==> config.mk <==
export PLATFORM = sky130hd
export DESIGN_NAME = ex_mem_pipe
export DESIGN_NICKNAME = d
export VERILOG_FILES = /design/src/rtl/ex_mem_pipe.sv
export SDC_FILE = /design/constraint.sdc
export NUM_CORES = 1
export LEC_CHECK = 0
export ABC_AREA = 0
export ABC_CLOCK_PERIOD_IN_PS = 3400
export BUFFER_PORTS_ARGS = -buffer_cell sky130_fd_sc_hd__buf_2
export CORE_ASPECT_RATIO = 1.75
export CORE_MARGIN = 2
export CORE_UTILIZATION = 46
export CTS_CLUSTER_DIAMETER = 50
export DETAILED_ROUTE_END_ITERATION = 12
export HOLD_SLACK_MARGIN = 0.15
export PLACE_DENSITY = 0.84
export SLEW_MARGIN = 20
export SYNTH_ARGS = -nofsm -noshare
export SYNTH_HDL_FRONTEND = slang
export SYNTH_SLANG_ARGS = --single-unit
==> constraint.sdc <==
create_clock -name clk -period 3.4 [get_ports clk]
set_input_delay 0 -clock clk [delete_from_list [all_inputs] [get_ports clk]]
set_output_delay 0 -clock clk [all_outputs]
set_load 0.03 [all_outputs]
==> src/rtl/ex_mem_pipe.sv <==
// EX->MEM pipeline register with stall/flush, MEM-stage forwarding info, and the halt
// sequencer that drains older instructions before a single data-memory dump request.
module ex_mem_pipe #(
    parameter int DW           = 16,
    parameter int RW           = 3,
    parameter int DRAIN_CYCLES = 2
) (
    input  logic          clk,
    input  logic          rst,
    input  logic [DW-1:0] ALU_in,
    input  logic [DW-1:0] wdata_in,
    input  logic [DW-1:0] PC_in,
    input  logic          MemWrt_in,
    input  logic          readEn_in,
    input  logic          RegWrt_in,
    input  logic [RW-1:0] WrReg_in,
    input  logic          halt_in,
    input  logic          valid_in,
    input  logic          stall,
    input  logic          flush,
    output logic [DW-1:0] ALU,
    output logic [DW-1:0] writeData,
    output logic [DW-1:0] PC,
    output logic          MemWrt,
    output logic          readEn,
    output logic          RegWrt,
    output logic [RW-1:0] WrReg,
    output logic          valid,
    output logic          fwd_valid,
    output logic          load_hazard,
    output logic [RW-1:0] fwd_reg,
    output logic [DW-1:0] fwd_data,
    output logic          halt_stall,
    output logic          dump_req,
    output logic          halted,
    output logic [1:0]    dbg_state
);

    localparam int CW = (DRAIN_CYCLES < 1) ? 1 : $clog2(DRAIN_CYCLES + 1);
    localparam logic [CW-1:0] CNT_INIT = (DRAIN_CYCLES > 0) ? CW'(DRAIN_CYCLES - 1) : '0;

    typedef enum logic [1:0] {S_RUN, S_DRAIN, S_DUMP, S_HALTED} state_t;

    state_t        state_q, state_d;
    logic [CW-1:0] cnt_q, cnt_d;
    logic          pipe_load, pipe_bubble;

    logic [DW-1:0] alu_q, wdata_q, pc_q;
    logic [RW-1:0] wrreg_q;
    logic          memwrt_q, readen_q, regwrt_q, valid_q;

    always_ff @(posedge clk) begin
        if (rst) begin
            state_q <= S_RUN;
            cnt_q   <= '0;
        end else begin
            state_q <= state_d;
            cnt_q   <= cnt_d;
        end
    end

    // Only RUN honours stall/flush; every other state forces bubbles into MEM.
    always_comb begin
        state_d     = state_q;
        cnt_d       = cnt_q;
        pipe_load   = 1'b0;
        pipe_bubble = 1'b0;
        case (state_q)
            S_RUN: begin
                if (flush) begin
                    pipe_bubble = 1'b1;
                end else if (!stall) begin
                    pipe_load = 1'b1;
                    if (valid_in && halt_in) begin
                        cnt_d = CNT_INIT;
                        if (DRAIN_CYCLES == 0) state_d = S_DUMP;
                        else                   state_d = S_DRAIN;
                    end
                end
            end
            S_DRAIN: begin
                pipe_bubble = 1'b1;
                if (cnt_q == '0) state_d = S_DUMP;
                else             cnt_d   = cnt_q - CW'(1);
            end
            S_DUMP: begin
                pipe_bubble = 1'b1;
                state_d     = S_HALTED;
            end
            S_HALTED: pipe_bubble = 1'b1;
            default:  state_d     = S_RUN;
        endcase
    end

    // Bubbles clear only control bits; data registers keep their last contents.
    always_ff @(posedge clk) begin
        if (rst) begin
            alu_q    <= '0;
            wdata_q  <= '0;
            pc_q     <= '0;
            wrreg_q  <= '0;
            memwrt_q <= 1'b0;
            readen_q <= 1'b0;
            regwrt_q <= 1'b0;
            valid_q  <= 1'b0;
        end else if (pipe_load) begin
            alu_q    <= ALU_in;
            wdata_q  <= wdata_in;
            pc_q     <= PC_in;
            wrreg_q  <= WrReg_in;
            memwrt_q <= MemWrt_in;
            readen_q <= readEn_in;
            regwrt_q <= RegWrt_in;
            valid_q  <= valid_in & ~halt_in;
        end else if (pipe_bubble) begin
            memwrt_q <= 1'b0;
            readen_q <= 1'b0;
            regwrt_q <= 1'b0;
            valid_q  <= 1'b0;
        end
    end

    assign ALU         = alu_q;
    assign writeData   = wdata_q;
    assign PC          = pc_q;
    assign WrReg       = wrreg_q;
    assign valid       = valid_q;
    assign MemWrt      = valid_q & memwrt_q;
    assign readEn      = valid_q & readen_q;
    assign RegWrt      = valid_q & regwrt_q;
    assign fwd_valid   = valid_q & regwrt_q & ~readen_q;
    assign load_hazard = valid_q & regwrt_q & readen_q;
    assign fwd_reg     = wrreg_q;
    assign fwd_data    = alu_q;
    assign halt_stall  = (state_q != S_RUN);
    assign dump_req    = (state_q == S_DUMP);
    assign halted      = (state_q == S_HALTED);
    assign dbg_state   = state_q;

endmodule
# ---- Word level (Yosys, flattened, before mapping)
# Index checks and enable logic that the tools add are counted.
dict set report classes {
  addsub 1
  n_eq_ne 8
  mux 17
  bitwise 8
  reduce_logical 10
}
# op n
set ops {}
lappend ops {{2-to-1 mux 2 bit} 5}
lappend ops {{!= test 2 bit, second input constant} 5}
lappend ops {{AND reduction 5 bit} 2}
lappend ops {{2-to-1 mux 1 bit} 9}
lappend ops {{AND 1 bit} 6}
lappend ops {{one-hot mux 2 bit (3 select lines)} 1}
lappend ops {{nonzero test 2 bit} 3}
lappend ops {{== test 2 bit, second input constant} 2}
lappend ops {{zero test 2 bit} 2}
lappend ops {{one-hot mux 2 bit (2 select lines)} 1}
lappend ops {{nonzero test 3 bit} 1}
lappend ops {{OR reduction 3 bit} 1}
lappend ops {{== test 2 x 1 -> 1 bit, second input constant} 1}
lappend ops {{inverter 1 bit} 2}
lappend ops {{one-hot mux 1 bit (2 select lines)} 1}
lappend ops {{subtractor 2 x 1 -> 2 bit, second input constant} 1}
lappend ops {{logical AND 1 bit} 1}
dict set report word_totals {
  regBits 59
  inputBits 60
}

# ---- Logic depth before layout (Yosys ltp)
dict set report depth {
  ltp_word 5
  depth_mapped 8
  depth_no_buf 6
}

# ---- Least setup slack after synthesis
# OpenSTA, ideal clock, no wires.
dict set report synth_path {
  path_kind {flip-flop to flip-flop}
  start {register state_q[0], in the netlist dbg_state[0]}
  end {register alu_q[12], in the netlist ALU[12]}
  arrival_ns 1.854
  slack_ns 1.476
  path_stages_with_launch 9
  path_buffers 2
  period_less_slack_ns 1.924
  path_cell_list {dfxtp_1 inv_1 ha_1 inv_1 or3_1 clkbuf_1 buf_2 nand2_1 a21oi_1}
}
dict set report synth_between {
  elab_chain_len 2
}
# element line_no
set synth_rtl {}
lappend synth_rtl {{from (decl)} 44} ;# state_t state_q, state_d;
lappend synth_rtl {{from (signal assigned)} 57} ;# state_q <= state_d;
lappend synth_rtl {{zero test 2 bit} 68} ;# case (state_q)
lappend synth_rtl {{2-to-1 mux 1 bit} 68}
lappend synth_rtl {{to (signal assigned)} 107} ;# alu_q <= ALU_in;
lappend synth_rtl {{to (decl)} 48} ;# logic [DW-1:0] alu_q, wdata_q, pc_q;
# No other way between the ends.
# A chain may end at the register's enable or synchronous reset.

# ---- Final worst setup path
dict set report layout_path {
  start {register state_q[0], in the netlist dbg_state[0]}
  end {register alu_q[2], in the netlist ALU[2]}
}
# Same word-level chain as after synthesis.

==> results.sh <==
export IMPL_hold_violations=0
export IMPL_layout_setup_ws_ns=0.920
export IMPL_grt_pass1_vias=2895
export IMPL_reg2reg_slack_ns=0.92
export IMPL_cts_setup_buffers=0
export IMPL_drtIter0Drc=117
export IMPL_place_inst=452
export IMPL_drt_wl_total_microns=8120
export IMPL_clk_path_buf_depth=2
export IMPL_netlist_area_leader_share_pct=49.3
export IMPL_clock_tree_root_cell="clkbuf_8"
export IMPL_finalPower_mw=1.80
export IMPL_status="completed"
export IMPL_reg2reg_depth=7
export IMPL_firstDrtPassIters=4
export IMPL_path_clk_slew_ns=0.07
export IMPL_power_density_nw_per_um2=449
export IMPL_worst_path_buf_inv=3
export IMPL_clkSinkCount=59
export IMPL_htreeDepth=3
export IMPL_synthesis_nets=360
export IMPL_arrival_ns=2.72
export IMPL_avgSynthCellArea_sq_um=8.15
export IMPL_regArea_sq_um=1180
export IMPL_yosys_top_cells_area="dfxtp_1 (49%), nand2_1 (16%), a21oi_1 (11%)"
export IMPL_timing_rr_start="dbg_state[0]"
export IMPL_grt_pass1_wl_microns=12700
export IMPL_netlist_area_sq_um=2400
export IMPL_crit_top_cell="inv_1"
export IMPL_finalNonFillerCells=557
export IMPL_die_w_microns=58.6
export IMPL_synth_largest_area_cell="dfxtp_1"
export IMPL_period_needed_ns=2.48
export IMPL_holdPathStages=5
export IMPL_fin_setup_tns_ns=0
export IMPL_crit_family="simple AND/OR/NAND/NOR gates"
export IMPL_busiest_layer="met2"
export IMPL_start_util_pct=48.1
export IMPL_final_common_cell="buf_2"
export IMPL_slowest_delay_ns=0.76
export IMPL_fmax_mhz=403
export IMPL_grt_use_met1_pct=26.2
export IMPL_synth_cell_types=25
export IMPL_report_final_setup_viol=0
export IMPL_final_util_pct=80.7
export IMPL_hp_class="in -> reg"
export IMPL_hold_ws_ns=0.296
export IMPL_io_buffers=140
export IMPL_nets=563
export IMPL_antenna_left=0
export IMPL_drv_cap=0
export IMPL_met2_usage_pct=50.3
export IMPL_seq_area_frac_synth_pct=49.3
export IMPL_synth_seq_cells=59
export IMPL_stdcell_area_sq_um=4020
export IMPL_numCtsBuffers=9
export IMPL_cts_tree="done"
export IMPL_die_y_microns=99.5
export IMPL_maxSlewHeadroom_pct=29.5
export IMPL_drive_gt1_share_pct=31.9
export IMPL_drv_slew=0
export IMPL_final_cell_mix="buf_2 (140), nand2_1 (103), dlygate4sd3_1 (88), dfxtp_1 (59), a21oi_1 (54)"
export IMPL_grt_ovfl_total=0
export IMPL_p_leak_nw=1.89
export IMPL_dr_total_vias=2787
export IMPL_cp_end_kind="flip-flop"
export IMPL_multi_input_area_sq_um=973
export IMPL_syn_inst=294
export IMPL_cp_startpoint="dbg_state[0]"
export IMPL_row_count=34
export IMPL_dieArea_sq_um=5820
export IMPL_grt_use_total_pct=28.4
export IMPL_path_depth=7
export IMPL_yosysWarnings=0
export IMPL_rsz0062_at_grt="false"
export IMPL_cp_start_kind="flip-flop"
export IMPL_hold_buffers=88
export IMPL_dpl_hpwl_microns=4120
export IMPL_fillers=309
export IMPL_grt_start_max_net_pins=58
export IMPL_worstPathRequired_ns=3.64
export IMPL_ir_drop_mv=0.408
export IMPL_ctsResizeCount=0
export IMPL_skew_ns=0.00662
export IMPL_grtUsageMet3_pct=6.89
export IMPL_wire_per_inst_microns=14.6
export IMPL_pin_count=141
export IMPL_cp_cell_sequence="inv_1 -> ha_1 -> inv_1 -> nor3_4 -> nand2_1 -> dlygate4sd3_1 -> a21oi_1"
export IMPL_fp_coreArea_sq_um=4980
export IMPL_drc=0
export IMPL_r2r_end="ALU[2]"
export IMPL_insertion_delay_ns=0.32
export IMPL_timing_final_crit_share_pct=72.9
export IMPL_worstPathMaxFanout=24
export IMPL_place_gp_congestion=0.786
export IMPL_cp_slowest_cell="nor3_4"
export IMPL_cp_endpoint="ALU[2]"
export IMPL_antenna_found_initial=2
export IMPL_worstMarginPinSlew_ns=1.06
export IMPL_area_growth_pct=67.6
export IMPL_viasPerCell=5.00
export IMPL_place_area_sq_um=2950
export IMPL_pre_cts_ws_ns=1.17
export IMPL_critPathKind="reg -> reg"
==> where the power goes <==
group / total, mW / switching (mW) / internal (mW)
Sequential: 0.764 / 0.0288 / 0.736
Combinational: 0.446 / 0.267 / 0.179
Clock: 0.593 / 0.265 / 0.329
==> per-layer routing <==
layer / part of all wire, % / wire length (microns)
met1: 33 / 2700
met2: 54 / 4370
met3: 5.7 / 464
met4: 7.2 / 583
met5: 0 / 0
==> synth_stat cells <==
cell / number
a2111oi_4: 1
a211o_1: 1
a211oi_1: 1
a21oi_1: 54
and2_1: 4
and3_1: 1
and4_1: 1
buf_2: 10
buf_4: 19
buf_6: 1
clkbuf_1: 7
dfxtp_1: 59
ha_1: 6
inv_1: 5
mux2i_1: 4
nand2_1: 103
nand3_1: 1
nand3b_4: 1
nor2_1: 6
nor2b_1: 2
nor3_1: 1
nor3_2: 1
nor3b_1: 2
o21bai_1: 1
or3_1: 2
==> area by class of cell <==
type	count	share of cell area, %
Clock inverter	6	1.43
Multi-Input combinational cell	193	24.2
Inverter	5	0.467
Clock buffer	9	3.08
Sequential cell	59	29.4
Antenna cell	2	0.125
Timing Repair Buffer	229	39.6
Tap cell	54	1.68
==> logic make-up (layout without fill, tap and decap cells) <==
kind of cell,after synthesis,count (layout),synth area share [%]
simple gates,125,125,22.1
flops,59,59,49.3
compound gates,58,58,13.4
buf+inv,42,249,10.4
fa+ha+maj,6,6,3.13
mux,4,4,1.67
other cells,0,2,0
==> sequential cells by signal (all words and copies together), names as in the netlist <==
signal / flops
PC: 16
ALU: 16
cnt_q: 2
memwrt_q: 1
writeData: 16
dbg_state: 2
valid: 1
readen_q: 1
regwrt_q: 1
WrReg: 3
==> how the worst min path moves through the flow <==
stage                   start            to
finish                  flush  dbg_state[0]
global route            flush      cnt_q[1]
CTS                     flush  dbg_state[0]
detailed placement  MemWrt_in      memwrt_q
global placement    MemWrt_in      memwrt_q
floorplan           ALU_in[0]        ALU[0]
==> worst min-delay path: stages <==
cell and delay, ns:
buf_2 0.12, and2_1 0.22, a2111oi_4 0.09, nor2_1 0.09, a211oi_1 0.05
Note: power is estimated with default switching activity, not from simulation.
